`src/rtl/puf_session_controller_if.sv`:
```
// rtl/puf_session_controller_if.sv - signal bundle between the PUF session controller and the UART/PUF/FIFO subsystems
// Purpose: groups every handshake and bus signal of puf_session_controller so
//          the controller and its environment connect through one port.
// Parameters: N_PUF (channels), CHALLENGE_BYTES, ID_BYTES (set IDX_W/SEL_W widths).
// Signals:
//   rx_valid/rx_data/rx_enable          UART receive side
//   tx_busy/tx_enable/tx_data_sel       UART transmit side
//   status_byte                         error code for TX source 2
//   byte_idx/store_challenge            challenge register file / ID ROM index
//   puf_sel/puf_enable/puf_done         PUF array
//   puf_reset/uart_reset/fifo_reset     active-high subsystem resets
//   fifo_empty/fifo_re                  response FIFO
//   busy                                controller not idle
// Modports: master = controller side, slave = environment side.
interface puf_session_controller_if #(
  parameter int N_PUF           = 4,
  parameter int CHALLENGE_BYTES = 8,
  parameter int ID_BYTES        = 4
);
  localparam int MAX_BYTES = (CHALLENGE_BYTES > ID_BYTES) ? CHALLENGE_BYTES : ID_BYTES;
  localparam int IDX_W     = (MAX_BYTES > 1) ? $clog2(MAX_BYTES) : 1;
  localparam int SEL_W     = (N_PUF > 1) ? $clog2(N_PUF) : 1;

  logic             rx_valid;
  logic [7:0]       rx_data;
  logic             rx_enable;
  logic             tx_busy;
  logic             tx_enable;
  logic [1:0]       tx_data_sel;
  logic [7:0]       status_byte;
  logic [IDX_W-1:0] byte_idx;
  logic             store_challenge;
  logic [SEL_W-1:0] puf_sel;
  logic [N_PUF-1:0] puf_enable;
  logic [N_PUF-1:0] puf_done;
  logic             puf_reset;
  logic             uart_reset;
  logic             fifo_reset;
  logic             fifo_empty;
  logic             fifo_re;
  logic             busy;

  modport master (
    input  rx_valid, rx_data, tx_busy, puf_done, fifo_empty,
    output rx_enable, tx_enable, tx_data_sel, status_byte, byte_idx,
           store_challenge, puf_sel, puf_enable, puf_reset, uart_reset,
           fifo_reset, fifo_re, busy
  );

  modport slave (
    output rx_valid, rx_data, tx_busy, puf_done, fifo_empty,
    input  rx_enable, tx_enable, tx_data_sel, status_byte, byte_idx,
           store_challenge, puf_sel, puf_enable, puf_reset, uart_reset,
           fifo_reset, fifo_re, busy
  );
endinterface

```
`src/rtl/puf_session_controller.sv`:
```
// rtl/puf_session_controller.sv - UART command sequencer for a multi-channel PUF array
// Purpose: decodes one UART command byte, then streams the device ID, loads a
//          challenge into the selected PUF and drains its response FIFO to the
//          UART, or reports an error code through the status byte.
// Ports:
//   clk      system clock
//   reset_n  synchronous active-low reset
//   bus      puf_session_controller_if.master (UART RX/TX, challenge file,
//            PUF array, response FIFO, subsystem resets, busy)
// Optional feature: define PUF_CTRL_TIMEOUT_EN to abort RUN_PUF after
//   PUF_TIMEOUT cycles with status 0xE1.
module puf_session_controller #(
  parameter int N_PUF           = 4,
  parameter int CHALLENGE_BYTES = 8,
  parameter int ID_BYTES        = 4,
  parameter int PUF_TIMEOUT     = 1024
) (
  input  logic                            clk,
  input  logic                            reset_n,
  puf_session_controller_if.master        bus
);
  localparam int MAX_BYTES = (CHALLENGE_BYTES > ID_BYTES) ? CHALLENGE_BYTES : ID_BYTES;
  localparam int IDX_W     = (MAX_BYTES > 1) ? $clog2(MAX_BYTES) : 1;
  localparam int SEL_W     = (N_PUF > 1) ? $clog2(N_PUF) : 1;

  localparam logic [IDX_W-1:0] ID_LAST = IDX_W'(ID_BYTES - 1);
  localparam logic [IDX_W-1:0] CH_LAST = IDX_W'(CHALLENGE_BYTES - 1);

  localparam logic [3:0] OP_ID    = 4'h1;
  localparam logic [3:0] OP_CHAL  = 4'h2;
  localparam logic [3:0] OP_RESET = 4'h3;

  localparam logic [7:0] ST_BAD_CMD = 8'hE0;

  typedef enum logic [3:0] {
    INIT,
    IDLE,
    SEND_ID,
    LOAD_CH,
    RUN_PUF,
    DRAIN_RD,
    DRAIN_TX,
    ERR,
    TX_WAIT_HI,
    TX_WAIT_LO
  } state_t;

  state_t           state, state_n;
  state_t           ret, ret_n;          // state that started the current TX wait
  logic [IDX_W-1:0] byte_idx, byte_idx_n;
  logic [SEL_W-1:0] puf_sel, puf_sel_n;
  logic [7:0]       status, status_n;
  logic             err_sent, err_sent_n; // ERR has transmitted its status byte
  logic             chan_ok;
  logic             sel_done;
  logic [1:0]       ret_sel;

`ifdef PUF_CTRL_TIMEOUT_EN
  localparam int               CNT_W    = $clog2(PUF_TIMEOUT);
  localparam logic [CNT_W-1:0] CNT_LAST = CNT_W'(PUF_TIMEOUT - 1);
  localparam logic [7:0]       ST_TIMEOUT = 8'hE1;

  logic [CNT_W-1:0] cnt, cnt_n;
`endif

  assign chan_ok  = ({28'd0, bus.rx_data[3:0]} < 32'(N_PUF));
  assign sel_done = bus.puf_done[puf_sel];

  // Keep the TX source stable for the whole UART transfer.
  always_comb begin
    ret_sel = 2'd2;
    case (ret)
      SEND_ID:  ret_sel = 2'd0;
      DRAIN_TX: ret_sel = 2'd1;
      default:  ret_sel = 2'd2;
    endcase
  end

  always_ff @(posedge clk) begin
    if (!reset_n) begin
      state    <= INIT;
      ret      <= INIT;
      byte_idx <= '0;
      puf_sel  <= '0;
      status   <= 8'h00;
      err_sent <= 1'b0;
`ifdef PUF_CTRL_TIMEOUT_EN
      cnt      <= '0;
`endif
    end else begin
      state    <= state_n;
      ret      <= ret_n;
      byte_idx <= byte_idx_n;
      puf_sel  <= puf_sel_n;
      status   <= status_n;
      err_sent <= err_sent_n;
`ifdef PUF_CTRL_TIMEOUT_EN
      cnt      <= cnt_n;
`endif
    end
  end

  always_comb begin
    state_n    = state;
    ret_n      = ret;
    byte_idx_n = byte_idx;
    puf_sel_n  = puf_sel;
    status_n   = status;
    err_sent_n = err_sent;
`ifdef PUF_CTRL_TIMEOUT_EN
    cnt_n      = '0;
`endif

    bus.rx_enable       = 1'b0;
    bus.tx_enable       = 1'b0;
    bus.tx_data_sel     = 2'd0;
    bus.store_challenge = 1'b0;
    bus.puf_enable      = '0;
    bus.puf_reset       = 1'b0;
    bus.uart_reset      = 1'b0;
    bus.fifo_reset      = 1'b0;
    bus.fifo_re         = 1'b0;

    case (state)
      INIT: begin
        bus.puf_reset  = 1'b1;
        bus.uart_reset = 1'b1;
        bus.fifo_reset = 1'b1;
        byte_idx_n     = '0;
        puf_sel_n      = '0;
        status_n       = 8'h00;
        err_sent_n     = 1'b0;
        state_n        = IDLE;
      end

      IDLE: begin
        bus.rx_enable = 1'b1;
        if (bus.rx_valid) begin
          byte_idx_n = '0;
          case (bus.rx_data[7:4])
            OP_ID:    state_n = SEND_ID;
            OP_CHAL: begin
              if (chan_ok) begin
                puf_sel_n = bus.rx_data[SEL_W-1:0];
                state_n   = LOAD_CH;
              end else begin
                status_n = ST_BAD_CMD;
                state_n  = ERR;
              end
            end
            OP_RESET: state_n = INIT;
            default: begin
              status_n = ST_BAD_CMD;
              state_n  = ERR;
            end
          endcase
        end
      end

      SEND_ID: begin
        bus.tx_data_sel = 2'd0;
        if (!bus.tx_busy) begin
          bus.tx_enable = 1'b1;
          ret_n         = SEND_ID;
          state_n       = TX_WAIT_HI;
        end
      end

      LOAD_CH: begin
        bus.rx_enable = 1'b1;
        if (bus.rx_valid) begin
          bus.store_challenge = 1'b1;
          if (byte_idx == CH_LAST) begin
            byte_idx_n = '0;
            state_n    = RUN_PUF;
          end else begin
            byte_idx_n = byte_idx + IDX_W'(1);
          end
        end
      end

      RUN_PUF: begin
        bus.puf_enable = N_PUF'(1) << puf_sel;
        // A done pulse on the terminal-count cycle still counts as success.
        if (sel_done) begin
          state_n = DRAIN_RD;
        end
`ifdef PUF_CTRL_TIMEOUT_EN
        else if (cnt == CNT_LAST) begin
          status_n = ST_TIMEOUT;
          state_n  = ERR;
        end else begin
          cnt_n = cnt + CNT_W'(1);
        end
`endif
      end

      DRAIN_RD: begin
        if (bus.fifo_empty) begin
          state_n = IDLE;
        end else begin
          bus.fifo_re = 1'b1;
          state_n     = DRAIN_TX;
        end
      end

      DRAIN_TX: begin
        bus.tx_data_sel = 2'd1;
        if (!bus.tx_busy) begin
          bus.tx_enable = 1'b1;
          ret_n         = DRAIN_TX;
          state_n       = TX_WAIT_HI;
        end
      end

      ERR: begin
        bus.tx_data_sel = 2'd2;
        if (err_sent) begin
          bus.puf_reset = 1'b1;
          err_sent_n    = 1'b0;
          state_n       = IDLE;
        end else if (!bus.tx_busy) begin
          bus.tx_enable = 1'b1;
          ret_n         = ERR;
          state_n       = TX_WAIT_HI;
        end
      end

      TX_WAIT_HI: begin
        bus.tx_data_sel = ret_sel;
        if (bus.tx_busy) begin
          state_n = TX_WAIT_LO;
        end
      end

      TX_WAIT_LO: begin
        bus.tx_data_sel = ret_sel;
        if (!bus.tx_busy) begin
          case (ret)
            SEND_ID: begin
              // Advance only after the byte has left, so the ID ROM index is
              // stable for the whole transfer.
              if (byte_idx == ID_LAST) begin
                byte_idx_n = '0;
                state_n    = IDLE;
              end else begin
                byte_idx_n = byte_idx + IDX_W'(1);
                state_n    = SEND_ID;
              end
            end
            DRAIN_TX: state_n = DRAIN_RD;
            default: begin
              err_sent_n = 1'b1;
              state_n    = ERR;
            end
          endcase
        end
      end

      default: state_n = INIT;
    endcase
  end

  assign bus.status_byte = status;
  assign bus.byte_idx    = byte_idx;
  assign bus.puf_sel     = puf_sel;
  // INIT is the reset image, so busy reads 0 while reset_n is held low.
  assign bus.busy        = reset_n && (state != IDLE);
endmodule
```
`src/flat_wrapper.sv`:
```
// flat-port wrapper written by rule: the top's interface ports become plain ports
module puf_session_controller_flat 
#(
  parameter int N_PUF           = 4,
  parameter int CHALLENGE_BYTES = 8,
  parameter int ID_BYTES        = 4,
  parameter int PUF_TIMEOUT     = 1024
)
  (clk, reset_n, bus_rx_valid, bus_rx_data, bus_tx_busy, bus_puf_done, bus_fifo_empty, bus_rx_enable, bus_tx_enable, bus_tx_data_sel, bus_status_byte, bus_byte_idx, bus_store_challenge, bus_puf_sel, bus_puf_enable, bus_puf_reset, bus_uart_reset, bus_fifo_reset, bus_fifo_re, bus_busy);
  puf_session_controller_if #(.N_PUF(N_PUF), .CHALLENGE_BYTES(CHALLENGE_BYTES), .ID_BYTES(ID_BYTES)) bus_i ();
  input  logic clk;
  input  logic reset_n;
  input wire logic [$bits(bus_i.rx_valid)-1:0] bus_rx_valid;
  input wire logic [$bits(bus_i.rx_data)-1:0] bus_rx_data;
  input wire logic [$bits(bus_i.tx_busy)-1:0] bus_tx_busy;
  input wire logic [$bits(bus_i.puf_done)-1:0] bus_puf_done;
  input wire logic [$bits(bus_i.fifo_empty)-1:0] bus_fifo_empty;
  output wire logic [$bits(bus_i.rx_enable)-1:0] bus_rx_enable;
  output wire logic [$bits(bus_i.tx_enable)-1:0] bus_tx_enable;
  output wire logic [$bits(bus_i.tx_data_sel)-1:0] bus_tx_data_sel;
  output wire logic [$bits(bus_i.status_byte)-1:0] bus_status_byte;
  output wire logic [$bits(bus_i.byte_idx)-1:0] bus_byte_idx;
  output wire logic [$bits(bus_i.store_challenge)-1:0] bus_store_challenge;
  output wire logic [$bits(bus_i.puf_sel)-1:0] bus_puf_sel;
  output wire logic [$bits(bus_i.puf_enable)-1:0] bus_puf_enable;
  output wire logic [$bits(bus_i.puf_reset)-1:0] bus_puf_reset;
  output wire logic [$bits(bus_i.uart_reset)-1:0] bus_uart_reset;
  output wire logic [$bits(bus_i.fifo_reset)-1:0] bus_fifo_reset;
  output wire logic [$bits(bus_i.fifo_re)-1:0] bus_fifo_re;
  output wire logic [$bits(bus_i.busy)-1:0] bus_busy;
  assign bus_i.rx_valid = bus_rx_valid;
  assign bus_i.rx_data = bus_rx_data;
  assign bus_i.tx_busy = bus_tx_busy;
  assign bus_i.puf_done = bus_puf_done;
  assign bus_i.fifo_empty = bus_fifo_empty;
  assign bus_rx_enable = bus_i.rx_enable;
  assign bus_tx_enable = bus_i.tx_enable;
  assign bus_tx_data_sel = bus_i.tx_data_sel;
  assign bus_status_byte = bus_i.status_byte;
  assign bus_byte_idx = bus_i.byte_idx;
  assign bus_store_challenge = bus_i.store_challenge;
  assign bus_puf_sel = bus_i.puf_sel;
  assign bus_puf_enable = bus_i.puf_enable;
  assign bus_puf_reset = bus_i.puf_reset;
  assign bus_uart_reset = bus_i.uart_reset;
  assign bus_fifo_reset = bus_i.fifo_reset;
  assign bus_fifo_re = bus_i.fifo_re;
  assign bus_busy = bus_i.busy;
  puf_session_controller #(.N_PUF(N_PUF), .CHALLENGE_BYTES(CHALLENGE_BYTES), .ID_BYTES(ID_BYTES), .PUF_TIMEOUT(PUF_TIMEOUT)) u_core (.clk(clk), .reset_n(reset_n), .bus(bus_i));
endmodule
```
`config.mk`:
```
export PLATFORM = sky130hd
export DESIGN_NAME = puf_session_controller_flat
export DESIGN_NICKNAME = d
export VERILOG_FILES = /design/src/rtl/puf_session_controller_if.sv /design/src/rtl/puf_session_controller.sv /design/src/flat_wrapper.sv
export SDC_FILE = /design/constraint.sdc
export NUM_CORES = 1
export LEC_CHECK = 0
export BUFFER_PORTS_ARGS = -buffer_cell sky130_fd_sc_hd__buf_4
export CAP_MARGIN = 30
export CORE_MARGIN = 2
export CORE_UTILIZATION = 32
export CTS_CLUSTER_SIZE = 10
export DETAILED_ROUTE_END_ITERATION = 6
export SLEW_MARGIN = 15
export SYNTH_ARGS = -nofsm -noshare
export SYNTH_HDL_FRONTEND = slang
export SYNTH_SLANG_ARGS = --single-unit
```
`constraint.sdc`:
```
create_clock -name clk -period 5.4 [get_ports clk]
set_clock_uncertainty 0.1 [all_clocks]
set_input_delay 1.08 -clock clk [delete_from_list [all_inputs] [get_ports clk]]
set_output_delay 1.08 -clock clk [all_outputs]
set_load 0.1 [all_outputs]
```
; After elaboration in Yosys (flattened, before gate mapping)
; Cells that the tools add are included.
[totals]
in_bits = 17
rom_bits = 0
ramBits = 0
memories = 0
latchBits = 0
out_inout_bits = 27
reg_bits = 22
[op_classes]
mux = 53
bitwise = 0
n_shift = 1
n_reduce_logical = 18
div = 0
add_sub_neg = 1
multipliers = 0
n_eq_ne = 33
n_lt_le_gt_ge = 2
[ops]
columns = op, count
row1 = 4-bit 2-to-1 mux, 13
row2 = 4-bit case mux with 9 select lines, 1
row3 = 8-bit case mux with 2 select lines, 2
row4 = 3-bit 2-to-1 mux, 8
row5 = 4-bit case mux with 3 select lines, 2
row6 = 4-bit by 2-bit == test with 1-bit output (second input constant), 5
row7 = 4-bit by 3-bit == test with 1-bit output (second input constant), 5
row8 = 2-bit inequality test (second input constant), 10
row9 = 8-bit 2-to-1 mux, 2
row10 = 1-bit 2-to-1 mux, 12
row11 = 3-bit case mux with 4 select lines, 1
row12 = 2-bit OR reduction, 6
row13 = 2-bit by 1-bit inequality test with 1-bit output (second input constant), 5
row14 = 5-bit AND reduction, 2
row15 = 4-bit by 1-bit == test with 1-bit output (second input constant), 2
row16 = 4-bit == test (second input constant), 2
row17 = 2-bit 2-to-1 mux, 4
row18 = 2-bit case mux with 2 select lines, 2
row19 = 4-bit AND reduction, 2
row20 = 1-bit case mux with 2 select lines, 3
row21 = 2-bit case mux with 3 select lines, 1
row22 = 3-bit case mux with 2 select lines, 1
row23 = 6-bit AND reduction, 1
row24 = 4-bit zero test, 1
row25 = 14 further kinds, 15

; Logic depth before layout (Yosys ltp)
[logic_depth]
depth_word = 5
mapped_depth = 7
ltp_nobuf = 7

; Least setup slack after synthesis
; OpenSTA, ideal clock, no wires.
[synth_timing]
path_kind = input-to-output
startpoint = input port bus_fifo_empty
endpoint = output port bus_fifo_re
path_buffers = 0
arrival_time_ps = 4024
stages = 1
path_slack_ps = 196
cell_sequence = nor4_1
[synth_between]
elab_chain_len = 2
[synth_lines]
columns = element, line
row1 = from (decl), flat_wrapper.sv:17  ; input wire logic [$bits(bus_i.fifo_empty)-1:0] bus_fifo_empty;
row2 = 1-bit 2-to-1 mux, puf_session_controller.sv:199  ; if (bus.fifo_empty) begin
row3 = 1-bit 2-to-1 mux, puf_session_controller.sv:124  ; case (state)
row4 = to (decl), flat_wrapper.sv:29  ; output wire logic [$bits(bus_i.fifo_re)-1:0] bus_fifo_re;
; Every way passes these cells.

; Worst setup path after layout
[layout_timing]
startpoint = register u_core.state[2]
endpoint = output port bus_puf_enable[2]
[layout_between]
elab_chain_len = 2
[layout_lines]
columns = element, line
row1 = from (decl), puf_session_controller.sv:48  ; state_t state, state_n;
row2 = from (signal assigned), puf_session_controller.sv:91  ; state <= state_n;
row3 = 4-bit by 3-bit == test with 1-bit output, puf_session_controller.sv:124
row4 = 4-bit 2-to-1 mux, puf_session_controller.sv:124
row5 = to (decl), flat_wrapper.sv:25  ; output wire logic [$bits(bus_i.puf_enable)-1:0] bus_puf_enable;
; Every way passes these cells.

==> results.json <==
{
  "min_path_type": "reg2reg",
  "vdd_drop_max_v": 0.0002077,
  "core_area_um2": 3744,
  "fp.dieW_um": 67.12,
  "wirelength_um": 3123,
  "period_share": 0.6363,
  "start_kind": "flop",
  "required_ns": 4.22,
  "max_freq_mhz": 291.0,
  "drive_above_1_share": 0.2979,
  "viasPerCell": 5.153,
  "synth_edf_count": 0,
  "drc": 0,
  "rows": 22,
  "postCtsSetupBuffers": 0,
  "cts_buffers": 3,
  "clk_pin_slew_ns": 0.06,
  "max_slew_margin": 0.4228,
  "cpPeakStageDelay_ns": 0.70,
  "crit_fanout": 17,
  "path_buf_inv": 1,
  "final-setup-viol-count": 0,
  "internal_power_uw": 313.0,
  "grt_overflow": 0,
  "slew_viol_final": 0,
  "swShare": 0.6222,
  "min_to": "u_core.bus.byte_idx[1]$_SDFFE_PN0P_",
  "stdcell_area_um2": 1545,
  "ys_warn_count": 0,
  "worst_slack_ns": 1.964,
  "rsz0062_at_grt": "no",
  "whs_ns": 0.3795,
  "post-place-ws_ns": 2.236,
  "drt_iter0_markers": 44,
  "async_flop_share": 0,
  "tightestPinTransition_ns": 0.8646,
  "cts.sink_count": 14,
  "port_buffers": 38,
  "die_h_um": 67.12,
  "num_vias": 1216,
  "die_area_um2": 4505,
  "hold_path.startpoint": "u_core.bus.byte_idx[1]$_SDFFE_PN0P_",
  "ant_nets": 0,
  "maxCapViolCount": 0,
  "fillers": 419,
  "crit_path_cell_trace": "nand2b_1 > or3_1 > nor3b_1 > buf_4",
  "seqPwrFrac": 0.215,
  "finalHoldViolations": 0,
  "dr.pass1.iters": 4,
  "p_leak_uw": 0.0006619,
  "synth.top_cells.by_count": "nand2_1 (17), dfxtp_1 (14), buf_4 (12), inv_1 (12), nor2_1 (11)",
  "synth-seq-cells": 14,
  "r2r-end": "u_core.state[2]$_SDFFE_PN0P_",
  "worst_setup_path_end_kind": "output pin",
  "synthTopCellsByArea": "dfxtp_1 (22%), buf_4 (7.1%), nand2_1 (5.0%)",
  "htree_levels": 1,
  "synth_cell_types": 48,
  "tns_ns": 0,
  "final_nets": 211,
  "synth_area_um2": 1275,
  "root_buffer": "clkbuf_8",
  "clock_path_buffers": 2,
  "holdBufCountCts": 0,
  "grt_max_degree": 26,
  "gp_congestion": 0.8510,
  "ys_seq_area_frac": 0.2198,
  "min_path_cells": 2,
  "io_pins": 44,
  "cpLargestDelayFamily": "simple AND/OR/NAND/NOR gates",
  "pwr_density_cell_nw_per_um2": 536.0,
  "synth-main-ff-cell": "dfxtp_1",
  "pwr-share-clk": 0.105,
  "arrival_ns": 2.26,
  "synth_top_area_cell": "dfxtp_1",
  "grt_pass1_wl_um": 5319,
  "netlist_instances": 161,
  "area_growth_pct": 21.20,
  "p_sw_uw": 515.3,
  "synth_most_common_cell": "nand2_1",
  "fin_crit_ns": 3.436,
  "antenna_cells": 0,
  "grt_usage": 0.1516,
  "ctsResizeCount": 0,
  "run_status": "complete, no violations",
  "synth_area_per_cell_um2": 7.919,
  "r2r_start": "u_core.state[3]$_SDFFE_PN0P_",
  "insertion_delay_ns": 0.25,
  "antenna_found_initial": 0,
  "crit_type": "reg2out",
  "cts_tree": "built",
  "placed_cell_area_um2": 1504,
  "rr_worst_depth": 5,
  "utilization": 0.4128,
  "p_comb_frac": 0.680,
  "start_util": 0.3406,
  "cpMaxStageDelayCell": "dfxtp_1",
  "dp_hpwl_um": 2346,
  "r2r_slack_ns": 3.22,
  "synth_top_area_frac": 0.2198,
  "grt_pass1_vias": 1168,
  "wl_per_cell_um": 13.23
}
==> worst max-delay path by stage <==
stage	from	to	slack, ns	cells past startpoint
detailed placement	bus_fifo_empty	bus_fifo_re	2.24	3
floorplan	bus_fifo_empty	bus_fifo_re	0.20	1
global placement	bus_fifo_empty	bus_fifo_re	2.25	3
finish	u_core.state[2]$_SDFFE_PN0P_	bus_puf_enable[2]	1.96	4
global route	u_core.state[2]$_SDFFE_PN0P_	bus_puf_enable[2]	1.79	4
CTS	u_core.state[2]$_SDFFE_PN0P_	bus_puf_enable[2]	1.98	4
==> registers in the layout, indices dropped and copies added, names as in the netlist <==
signal	flops
u_core.state	4
u_core.bus.byte_idx	3
u_core.ret	3
u_core.bus.puf_sel	2
u_core.bus.status_byte	1
u_core.err_sent	1
==> routing by layer <==
metal / track usage / wire [µm] / vias up
li1: - / - / 614
met1: 0.2010 / 1432 / 538
met2: 0.2426 / 1343 / 62
met3: 0.04561 / 329 / 2
met4: 0.03061 / 18 / 0
met5: 0 / 0 / -
==> per-stage QoR <==
stage	instances	total power, µW
6_report	236	828.3
3_5_place_dp	233	745.6
3_3_place_gp	233	745.5
5_1_grt	236	875.9
4_1_cts	236	835.6
2_1_floorplan	165	668.6
==> area by class of cell <==
class,count,area [µm²],share of cell area
multi-input cells,121,833.3,0.5393
repair buffers,38,285.3,0.1846
flip-flops and latches,14,280.3,0.1814
well taps,48,60.06,0.03887
inverters,12,45.04,0.02915
clock buffers,3,41.29,0.02672
==> power groups by stage <==
| stage | Sequential [µW] | Combinational (µW) | Clock [µW] |
|---|---|---|---|
| floorplan | 161 | 507 | 0 |
| detailed placement | 180 | 566 | 0 |
| CTS | 178 | 567 | 90.9 |
| global placement | 179 | 567 | 0 |
| finish | 178 | 563 | 86.9 |
| global route | 187 | 596 | 92.8 |
==> cells in the final DEF, fill, tap and decap left out, types with 4 or more instances in the layout <==
master,count
nand3_1,5
nand2_1,17
conb_1,5
o31ai_1,4
o21a_1,5
nand2b_1,5
ha_1,4
nor2_1,11
dfxtp_1,14
inv_1,12
o21ai_0,7
a21oi_1,5
nor2b_1,4
buf_4,38
==> logic make-up after synthesis <==
logic type	after synthesis	synth area share
AOI/OAI and AO/OA	41	0.2512
and+or+nand+nor	67	0.3072
muxes	4	0.04122
DFF	14	0.2198
adders and majority gates	4	0.03926
other	1	0.002941
buffers and inverters	30	0.1384
==> worst min-delay path, stage by stage (launching register included) <==
cell and delay (ns):
dfxtp_1 0.32, nand2_1 0.06, mux2i_1 0.05
Note: power is estimated with default switching activity, not from simulation.
